`src/rtl/lcd_bcd_writer.sv`:
```
// HD44780 8-bit writer: power-on delay, init command burst, then on request
// prints a sign character and DIGITS BCD digits with leading-zero blanking.
module lcd_bcd_writer #(
  parameter int DIGITS   = 10,
  parameter int E_CYCLES = 25,
  parameter int CMD_WAIT = 2500,
  parameter int CLR_WAIT = 100000,
  parameter int POR_WAIT = 750000
) (
  input  logic       clk,
  input  logic       rst_n,
  input  logic       start,
  input  logic       sign,
  input  logic [3:0] bcd [DIGITS],
  output logic       ready,
  output logic       done,
  output logic       lcd_rs,
  output logic       lcd_rw,
  output logic       lcd_e,
  output logic [7:0] lcd_data
);
  localparam int MAX_A = (POR_WAIT > CLR_WAIT) ? POR_WAIT : CLR_WAIT;
  localparam int MAX_B = (CMD_WAIT > E_CYCLES) ? CMD_WAIT : E_CYCLES;
  localparam int MAXW  = (MAX_A > MAX_B) ? MAX_A : MAX_B;
  localparam int CW    = $clog2(MAXW + 1);
  localparam int IW    = $clog2(DIGITS + 2);

  localparam logic [1:0] S_POR   = 2'd0;
  localparam logic [1:0] S_INIT  = 2'd1;
  localparam logic [1:0] S_IDLE  = 2'd2;
  localparam logic [1:0] S_WRITE = 2'd3;

  localparam logic [1:0] P_SETUP  = 2'd0;
  localparam logic [1:0] P_STROBE = 2'd1;
  localparam logic [1:0] P_WAIT   = 2'd2;

  localparam logic [CW-1:0] POR_LAST = CW'(POR_WAIT - 1);
  localparam logic [CW-1:0] E_LAST   = CW'(E_CYCLES - 1);
  localparam logic [CW-1:0] CMD_LAST = CW'(CMD_WAIT - 1);
  localparam logic [CW-1:0] CLR_LAST = CW'(CLR_WAIT - 1);
  localparam logic [IW-1:0] INIT_LAST  = IW'(3);
  localparam logic [IW-1:0] WRITE_LAST = IW'(DIGITS + 1);

  logic [1:0]    state, phase;
  logic [CW-1:0] cnt;
  logic [IW-1:0] idx, idx_n;
  logic          sign_q, lead;
  logic [3:0]    bcd_q [DIGITS];

  logic          nxt_rs, nxt_lead;
  logic [7:0]    nxt_data;
  logic [3:0]    dig;
  int            di;
  logic [CW-1:0] wait_last;
  logic          byte_last;

  assign lcd_rw = 1'b0;

  // Byte that will be driven next; in POR/IDLE this is the first byte of
  // the upcoming sequence, otherwise the one after the current byte.
  always_comb begin
    idx_n    = (state == S_INIT || state == S_WRITE) ? idx + 1'b1 : '0;
    nxt_rs   = 1'b0;
    nxt_data = 8'h00;
    nxt_lead = lead;
    dig      = 4'h0;
    di       = 0;
    if (state == S_POR || state == S_INIT) begin
      case (idx_n)
        IW'(0):  nxt_data = 8'h38;
        IW'(1):  nxt_data = 8'h0C;
        IW'(2):  nxt_data = 8'h06;
        default: nxt_data = 8'h01;
      endcase
    end else if (idx_n == IW'(0)) begin
      nxt_data = 8'h80;
    end else if (idx_n == IW'(1)) begin
      nxt_rs   = 1'b1;
      nxt_data = sign_q ? 8'h2D : 8'h20;
    end else begin
      nxt_rs = 1'b1;
      di     = DIGITS + 1 - int'(idx_n);
      for (int k = 0; k < DIGITS; k++)
        if (k == di) dig = bcd_q[k];
      // Units digit always prints, so an all-zero value still shows '0'.
      if (lead && dig == 4'h0 && di != 0) begin
        nxt_data = 8'h20;
      end else begin
        nxt_data = (dig < 4'd10) ? 8'h30 + {4'h0, dig} : 8'h3F;
        nxt_lead = 1'b0;
      end
    end
  end

  assign wait_last = (!lcd_rs && lcd_data == 8'h01) ? CLR_LAST : CMD_LAST;
  assign byte_last = (state == S_INIT) ? (idx == INIT_LAST) : (idx == WRITE_LAST);

  always_ff @(posedge clk or negedge rst_n) begin
    if (!rst_n) begin
      state    <= S_POR;
      phase    <= P_SETUP;
      cnt      <= '0;
      idx      <= '0;
      sign_q   <= 1'b0;
      lead     <= 1'b0;
      bcd_q    <= '{default: 4'h0};
      ready    <= 1'b0;
      done     <= 1'b0;
      lcd_e    <= 1'b0;
      lcd_rs   <= 1'b0;
      lcd_data <= 8'h00;
    end else begin
      done <= 1'b0;
      case (state)
        S_POR: begin
          if (cnt == POR_LAST) begin
            cnt      <= '0;
            state    <= S_INIT;
            phase    <= P_SETUP;
            idx      <= '0;
            lcd_rs   <= nxt_rs;
            lcd_data <= nxt_data;
          end else begin
            cnt <= cnt + 1'b1;
          end
        end
        S_IDLE: begin
          if (start) begin
            state    <= S_WRITE;
            ready    <= 1'b0;
            sign_q   <= sign;
            bcd_q    <= bcd;
            lead     <= 1'b1;
            phase    <= P_SETUP;
            idx      <= '0;
            cnt      <= '0;
            lcd_rs   <= nxt_rs;
            lcd_data <= nxt_data;
          end
        end
        default: begin
          case (phase)
            P_SETUP: begin
              lcd_e <= 1'b1;
              phase <= P_STROBE;
              cnt   <= '0;
            end
            P_STROBE: begin
              if (cnt == E_LAST) begin
                lcd_e <= 1'b0;
                phase <= P_WAIT;
                cnt   <= '0;
              end else begin
                cnt <= cnt + 1'b1;
              end
            end
            default: begin
              if (cnt == wait_last) begin
                cnt <= '0;
                if (byte_last) begin
                  state <= S_IDLE;
                  ready <= 1'b1;
                  done  <= (state == S_WRITE);
                end else begin
                  idx      <= idx_n;
                  phase    <= P_SETUP;
                  lcd_rs   <= nxt_rs;
                  lcd_data <= nxt_data;
                  lead     <= nxt_lead;
                end
              end else begin
                cnt <= cnt + 1'b1;
              end
            end
          endcase
        end
      endcase
    end
  end
endmodule

```
`config.mk`:
```
export PLATFORM = sky130hd
export DESIGN_NAME = lcd_bcd_writer
export DESIGN_NICKNAME = d
export VERILOG_FILES = /design/src/rtl/lcd_bcd_writer.sv
export SDC_FILE = /design/constraint.sdc
export NUM_CORES = 1
export LEC_CHECK = 0
export CAP_MARGIN = 20
export CORE_MARGIN = 2
export CORE_UTILIZATION = 50
export DETAILED_ROUTE_END_ITERATION = 8
export PLACE_DENSITY = 0.73
export SYNTH_ARGS = -nofsm -noshare
export SYNTH_HDL_FRONTEND = slang
export SYNTH_SLANG_ARGS = --single-unit
```
`constraint.sdc`:
```
create_clock -name clk -period 4.1 [get_ports clk]
set_input_delay 0.615 -clock clk [delete_from_list [all_inputs] [get_ports clk]]
set_output_delay 0.615 -clock clk [all_outputs]
set_load 0.01 [all_outputs]
```
==> metrics.md, run 1 <==
| Metric | Value |
|---|---|
| Status | `finished clean` |
| Final Slew Violations | `0` |
| Final setup violation count | `0` |
| Seq cells post-synth | `81` |
| Slowest cell delay on critical path | `560 ps` |
| Vias in the first global route | `3,453` |
| Max Fclk | `0.346 GHz` |
| Post-cts resize count | `0` |
| Clk_skew | `9.79 ps` |
| Worst-margin pin slew | `772 ps` |
| Clk slew on worst S/H paths | `80 ps` |
| Final Power | `1.56 mW` |
| Combinational Power Share | `5.9%` |
| Unrepaired setup endpoints after global routing | `no` |
| Post-CTS Setup Inserts | `0` |
| Final nets | `535` |
| Antenna viol nets, final | `0` |
| Port bufs | `54` |
| Total Routing Usage GR | `20.6%` |
| Starting Density | `51.3%` |
| Core area | `0.00868 mm²` |
| First-pass GRT wire length | `16.2 mm` |
| R2R cell count | `9` |
| Yosys cell types | `72` |
| Post-synth top area cell | `dfrtp_1` |
| EDFF count, synth | `0` |
| CTS Buf Count | `9` |
| CTS tree | `done` |
| Final instance area | `0.00523 mm²` |
| Chip Height | `98.3 µm` |
| PD cells | `298 mW/mm²` |
| Clock share of power | `40.7%` |
| Largest net degree at the start of global routing | `82` |
| Primary FF master, synth | `dfrtp_1` |
| Clock period minus worst slack | `2890 ps` |
| Slew Limit Headroom | `48.4%` |
| Sequential power share | `53.4%` |
| Critical path buffer and inverter count | `0` |
| Crit Path Class | `flip-flop to flip-flop` |
| Reg2Reg Setup Slack | `1210 ps` |
| DR vias | `3,484` |
| Worst-path fanout max | `10` |
| CP Cell Sequence | `ha_1 > nand2b_1 > a21boi_0 > o21ai_1 > a22oi_1 > o2111ai_1 > o221ai_1 > o32a_1 > o31a_1` |
| Worst hold-check path type | `input pin to async pin` |
| Via/cell ratio | `5.80` |
| Top post-synthesis cells by area | `dfrtp_1, mux2_2, nand2_1` |
| Final hold viol count | `0` |
| Crit path launch | `idx[1]$_DFFE_PN0P_` |
| Placer Congestion | `0.937` |
| ANT cells | `0` |
| Peak supply drop | `230 µV` |
| Dpl ws | `1260 ps` |
| Top cells by count, synth | `dfrtp_1, nand2_1, mux2_2` |
| RR Startpoint | `idx[1]$_DFFE_PN0P_` |
| Sequential cell area fraction in the yosys report | `45.6%` |
| Wire length per cell | `16.1 µm` |
| Num rows | `34` |
| Multi-input gate area | `0.00222 mm²` |
| Layout cell share with drive strength beyond 1 | `15.4%` |
| Syn avg cell area | `9.97 µm²` |
| Worst Setup End Kind | `flip-flop` |
| Maxcap violations | `0` |
| Worst-Skew Late Latency | `360 ps` |
| Yosys warnings | `0` |
| Sw Pwr | `336 µW` |
| Drt pass-1 iters | `4` |
| H-tree Lvls | `3` |
| Overflow after GRT | `0` |
| Internal power | `1.22 mW` |
| Dpl cell area | `0.00499 mm²` |
| Initial antenna violation count | `0` |
| Switch share | `21.6%` |
| Register area | `0.00203 mm²` |
| Root buffer cell | `clkbuf_8` |
| Area grow syn2layout | `17.6%` |
| Post-DP HPWL | `6.88 mm` |
| Most frequent cell after synthesis | `dfrtp_1` |
| DRC | `0` |
| Die Wd | `98.3 µm` |
| Slowest stage cell, crit path | `o21ai_1` |
| CP top delay family | `compound AO/OA/AOI/OAI gates` |
| Synthesized area | `0.00445 mm²` |
| Violation count after the first detailed-route iteration | `198` |
| Cts hold-fix bufs | `0` |
| TNS Setup | `0 ps` |
| Synthesized instance count | `446` |
| WP data arrival | `3130 ps` |
| CP Depth | `9` |
| Clock buffer depth | `2` |
| Ports | `57` |
| Leak | `2.18 nW` |
| Crit path launch type | `flip-flop` |
| DIE AREA | `0.00967 mm²` |
| Worst Slack Setup Final | `1210 ps` |
| Ys async rst share | `100%` |
| CP required | `4340 ps` |
| Routed WL | `9.65 mm` |
| Share of the synthesized area in the top cell type | `45.6%` |
| Fillers | `740` |
| Num Clock Sinks | `81` |
| Worst R2R End | `lead$_DFFE_PN0P_` |
| Period utilisation layout | `70.4%` |
cells in the final DEF, fill, tap and decap left out, types with 4 or more instances in the layout:
| cell type | count |
|---|---|
| mux2i_1 | 7 |
| buf_4 | 4 |
| and3_1 | 9 |
| nand2b_1 | 4 |
| o21ai_0 | 21 |
| inv_1 | 10 |
| clkbuf_8 | 9 |
| xor2_1 | 7 |
| o31ai_1 | 4 |
| a21oi_1 | 13 |
| xnor2_1 | 6 |
| dfrtp_1 | 81 |
| nand4_1 | 7 |
| nand2_1 | 49 |
| nor2_1 | 36 |
| clkdlybuf4s50_1 | 53 |
| and2_1 | 4 |
| nor2b_1 | 5 |
| a31oi_1 | 9 |
| nand3_1 | 14 |
| nor3_1 | 12 |
| mux2_2 | 42 |
cell families after synthesis:
logic type	synth area share, %
compound gates	14.7
buf+inv	4.61
simple gates	18.6
mux	13.1
other cells	0.0843
fa+ha+maj	0.844
flops	45.6
xor+xnor	2.56
routing by layer:
layer  vias up  GRT usage (%)  share of wire, %
met5         -              0                 0
met4         0           6.32               1.4
met3        13           5.08               5.1
met2       102           33.5                48
met1      1679           27.3                45
li1       1690              -                 -
worst max path at each step:
stage	end	slack, ps
2_1_floorplan	lcd_data[4]$_DFFE_PN0P_	1690
3_3_place_gp	lead$_DFFE_PN0P_	1310
3_5_place_dp	lead$_DFFE_PN0P_	1260
4_1_cts	lead$_DFFE_PN0P_	1230
5_1_grt	lead$_DFFE_PN0P_	970
6_report	lead$_DFFE_PN0P_	1210
layout make-up:
class,instances,share of cell area (%)
Clock inverter,5,1.53
Tap cell,108,2.58
Multi-Input combinational cell,326,42.5
Sequential cell,81,38.7
Inverter,12,0.861
Clock buffer,11,2.51
Timing Repair Buffer,58,11.2
flip-flops by register name, summed over array words and instances (netlist names), 2 cells and up:
register and cells:
idx 4, cnt 20, bcd_q 40, lcd_data 7, phase 2, state 2
power groups by stage:
stage	Combinational [mW]	Clock [mW]	Sequential, mW
after global routing	0.101	0.673	0.836
after global placement	0.0881	0	0.849
final	0.0912	0.635	0.833
after CTS	0.0903	0.646	0.833
after floorplan	0.0297	0	0.844
after detailed placement	0.0900	0	0.850
per-stage QoR:
stage	utilization, %	std cells	hold slack, ps
after global routing	60.3	601	184
after CTS	60.0	600	457
after global placement	57.5	584	484
after detailed placement	57.5	584	490
after floorplan	-	447	319
final	60.3	601	167
Power figures use the tool's default switching activity.
==> run 2, diff against run 1 <==
==> constraint.sdc (replaced) <==
create_clock -name clk -period 2.9 [get_ports clk]
set_input_delay 0.435 -clock clk [delete_from_list [all_inputs] [get_ports clk]]
set_output_delay 0.435 -clock clk [all_outputs]
set_load 0.01 [all_outputs]
==> run 2 against run 1 <==
Against the previous run: worst setup slack got worse by 980 ps; clock skew grew 1.6 ps; routed wire length rose by 3.3%; utilization grew 0.99 points; die area unchanged; hold slack worse by 120 ps; clock power rose by 43%; combinational power rose by 41%; largest cell class unchanged.
==> metrics.md, run 2 (synthesis gave the netlist of run 1 again) <==
| Metric | Value |
|---|---|
| WP data arrival | `2930 ps (-200 ps)` |
| Core area | `0.00868 mm² (unchanged)` |
| Root buffer cell | `clkbuf_8` |
| CTS Buf Count | `9 (unchanged)` |
| DR vias | `3,583 (+2.8%)` |
| TNS Setup | `0 ps (unchanged)` |
| Maxcap violations | `0 (unchanged)` |
| Num rows | `34 (unchanged)` |
| PD cells | `416 mW/mm² (+40%)` |
| Worst Slack Setup Final | `231 ps (-981 ps)` |
| Unrepaired setup endpoints after global routing | `no` |
| Worst-margin pin slew | `626 ps (-146 ps)` |
| Wl on met1 | `4.65 mm (+6.6%)` |
| Area grow syn2layout | `19.5%` |
| Slew Limit Headroom | `57.6% (+9.2 points)` |
| Num Clock Sinks | `81 (unchanged)` |
| Chip Height | `98.3 µm (unchanged)` |
| Clock period minus worst slack | `2670 ps (-219 ps)` |
| Initial antenna violation count | `0 (unchanged)` |
| Vias in the first global route | `3,582 (+3.7%)` |
| Reg2Reg Setup Slack | `230 ps (-980 ps)` |
| Commonest non-fill, non-tap cell in the layout | `dfrtp_1` |
| Final Slew Violations | `0 (unchanged)` |
| ANT cells | `0 (unchanged)` |
| Largest net degree at the start of global routing | `82 (unchanged)` |
| Total Routing Usage GR | `21.9% (+1.3 points)` |
| CTS tree | `done` |
| Clock buffer depth | `2 (unchanged)` |
| Crit Path Class | `flip-flop to flip-flop` |
| Placer Congestion | `0.946 (+0.87%)` |
| R2R cell count | `9 (unchanged)` |
| Die Wd | `98.3 µm (unchanged)` |
| Port bufs | `54 (unchanged)` |
| Met2 routed WL | `4.81 mm (+3.4%)` |
| Starting Density | `51.3% (unchanged)` |
| Flip-flop count of the largest register after layout | `40 (unchanged)` |
| Clk_skew | `11.4 ps (+1.63 ps)` |
| Biggest register | `bcd_q` |
| Clk slew on worst S/H paths | `90 ps (about the same)` |
| Final setup violation count | `0 (unchanged)` |
| Worst-Skew Late Latency | `360 ps (about the same)` |
| H-tree Lvls | `3 (unchanged)` |
| Met3 WL | `373 µm (-25%)` |
| First-pass GRT wire length | `17.3 mm (+6.3%)` |
| Final nets | `543 (+1.5%)` |
| Post-DP HPWL | `6.89 mm (about the same)` |
| Worst Setup End Kind | `flip-flop` |
| Layout cell share with drive strength beyond 1 | `17.4% (+2.0 points)` |
| Largest regs | `bcd_q x40, cnt x20, lcd_data x7` |
| Wire length per cell | `16.4 µm (+2.1%)` |
| Antenna viol nets, final | `0 (unchanged)` |
| Worst R2R End | `lead$_DFFE_PN0P_` |
| Crit path launch type | `flip-flop` |
| DRC | `0 (unchanged)` |
| Final hold viol count | `0 (unchanged)` |
| Peak supply drop | `235 µV (+2.5%)` |
| Dpl ws | `210 ps (-1050 ps)` |
| Worst-path fanout max | `11 (+1)` |
| Max Fclk | `0.375 GHz (+8.2%)` |
| Worst hold-check path type | `input pin to async pin` |
| Period utilisation layout | `92.0% (+22 points)` |
| Leak | `2.23 nW (+2.1%)` |
| RR Startpoint | `idx[1]$_DFFE_PN0P_` |
| DIE AREA | `0.00967 mm² (unchanged)` |
| Drt pass-1 iters | `4 (unchanged)` |
| Via/cell ratio | `5.89 (+1.7%)` |
| Routed WL | `9.97 mm (+3.3%)` |
| Top routing layer in use | `met4` |
| Violation count after the first detailed-route iteration | `206 (+4.0%)` |
| Status | `finished clean` |
| Overflow after GRT | `0 (unchanged)` |
| Commonest cells after routing, fill and taps aside | `dfrtp_1, clkdlybuf4s50_1, nand2_1` |
| Ports | `57 (unchanged)` |
| CP required | `3160 ps (-1180 ps)` |
## run 2: worst max-delay path, stage by stage (launching register included)
cell,delay (ps)
dfrtp_1,390
ha_2,450
buf_4,220
nand3_1,170
nor3_1,270
o32ai_1,120
a221o_1,350
o311ai_1,190
nor3_1,140
o31a_1,270
## run 2: cell type report
cell class | count | area (µm²)
clock inverters | 5 | 81.3
inverters | 12 | 45.0
fillers | 728 | 3360
flip-flops and latches | 81 | 2030
multi-input cells | 326 | 2250
repair buffers | 66 | 653
well taps | 108 | 135
clock buffers | 10 | 128
## run 2: how the worst max path moves through the flow
stage	from	endpoint	slack [ps]	cells past startpoint
2_1_floorplan	idx[1]$_DFFE_PN0P_	lcd_data[4]$_DFFE_PN0P_	490	10
3_3_place_gp	lcd_data[1]$_DFFE_PN0P_	lead$_DFFE_PN0P_	270	8
3_5_place_dp	idx[0]$_DFFE_PN0P_	lead$_DFFE_PN0P_	210	9
4_1_cts	idx[0]$_DFFE_PN0P_	lead$_DFFE_PN0P_	170	9
5_1_grt	idx[0]$_DFFE_PN0P_	lcd_data[4]$_DFFE_PN0P_	10	9
6_report	idx[1]$_DFFE_PN0P_	lead$_DFFE_PN0P_	230	9
## run 2: layer usage
layer | up-vias | global-route usage (%)
li1 | 1714 | -
met1 | 1767 | 29.9
met2 | 87 | 35.9
met3 | 15 | 4.29
met4 | 0 | 5.69
met5 | - | 0
## run 2: power by group
group | total (mW) | switching [mW] | internal, mW
clock | 0.907 | 0.426 | 0.481
sequential | 1.18 | 0.0189 | 1.16
combinational | 0.129 | 0.0448 | 0.0838
total | 2.21 | 0.490 | 1.72
## run 2: per-stage QoR
stage,hold WS [ps],utilization (%),instances,area (µm²),power (mW)
2_1_floorplan,139,-,447,4450,1.24
3_3_place_gp,485,58.4,592,5060,1.32
3_5_place_dp,494,58.4,592,5060,1.33
4_1_cts,288,60.8,607,5270,2.22
5_1_grt,79.1,61.3,608,5320,2.30
6_report,47.8,61.3,608,5320,2.21
## run 2: repair_timing
action / 4_1_cts / 5_1_grt
gates resized for setup: 0 / 4
hold buffers: 0 / 0
buffers inserted: 0 / 0
setup endpoints to repair: 0 / 6
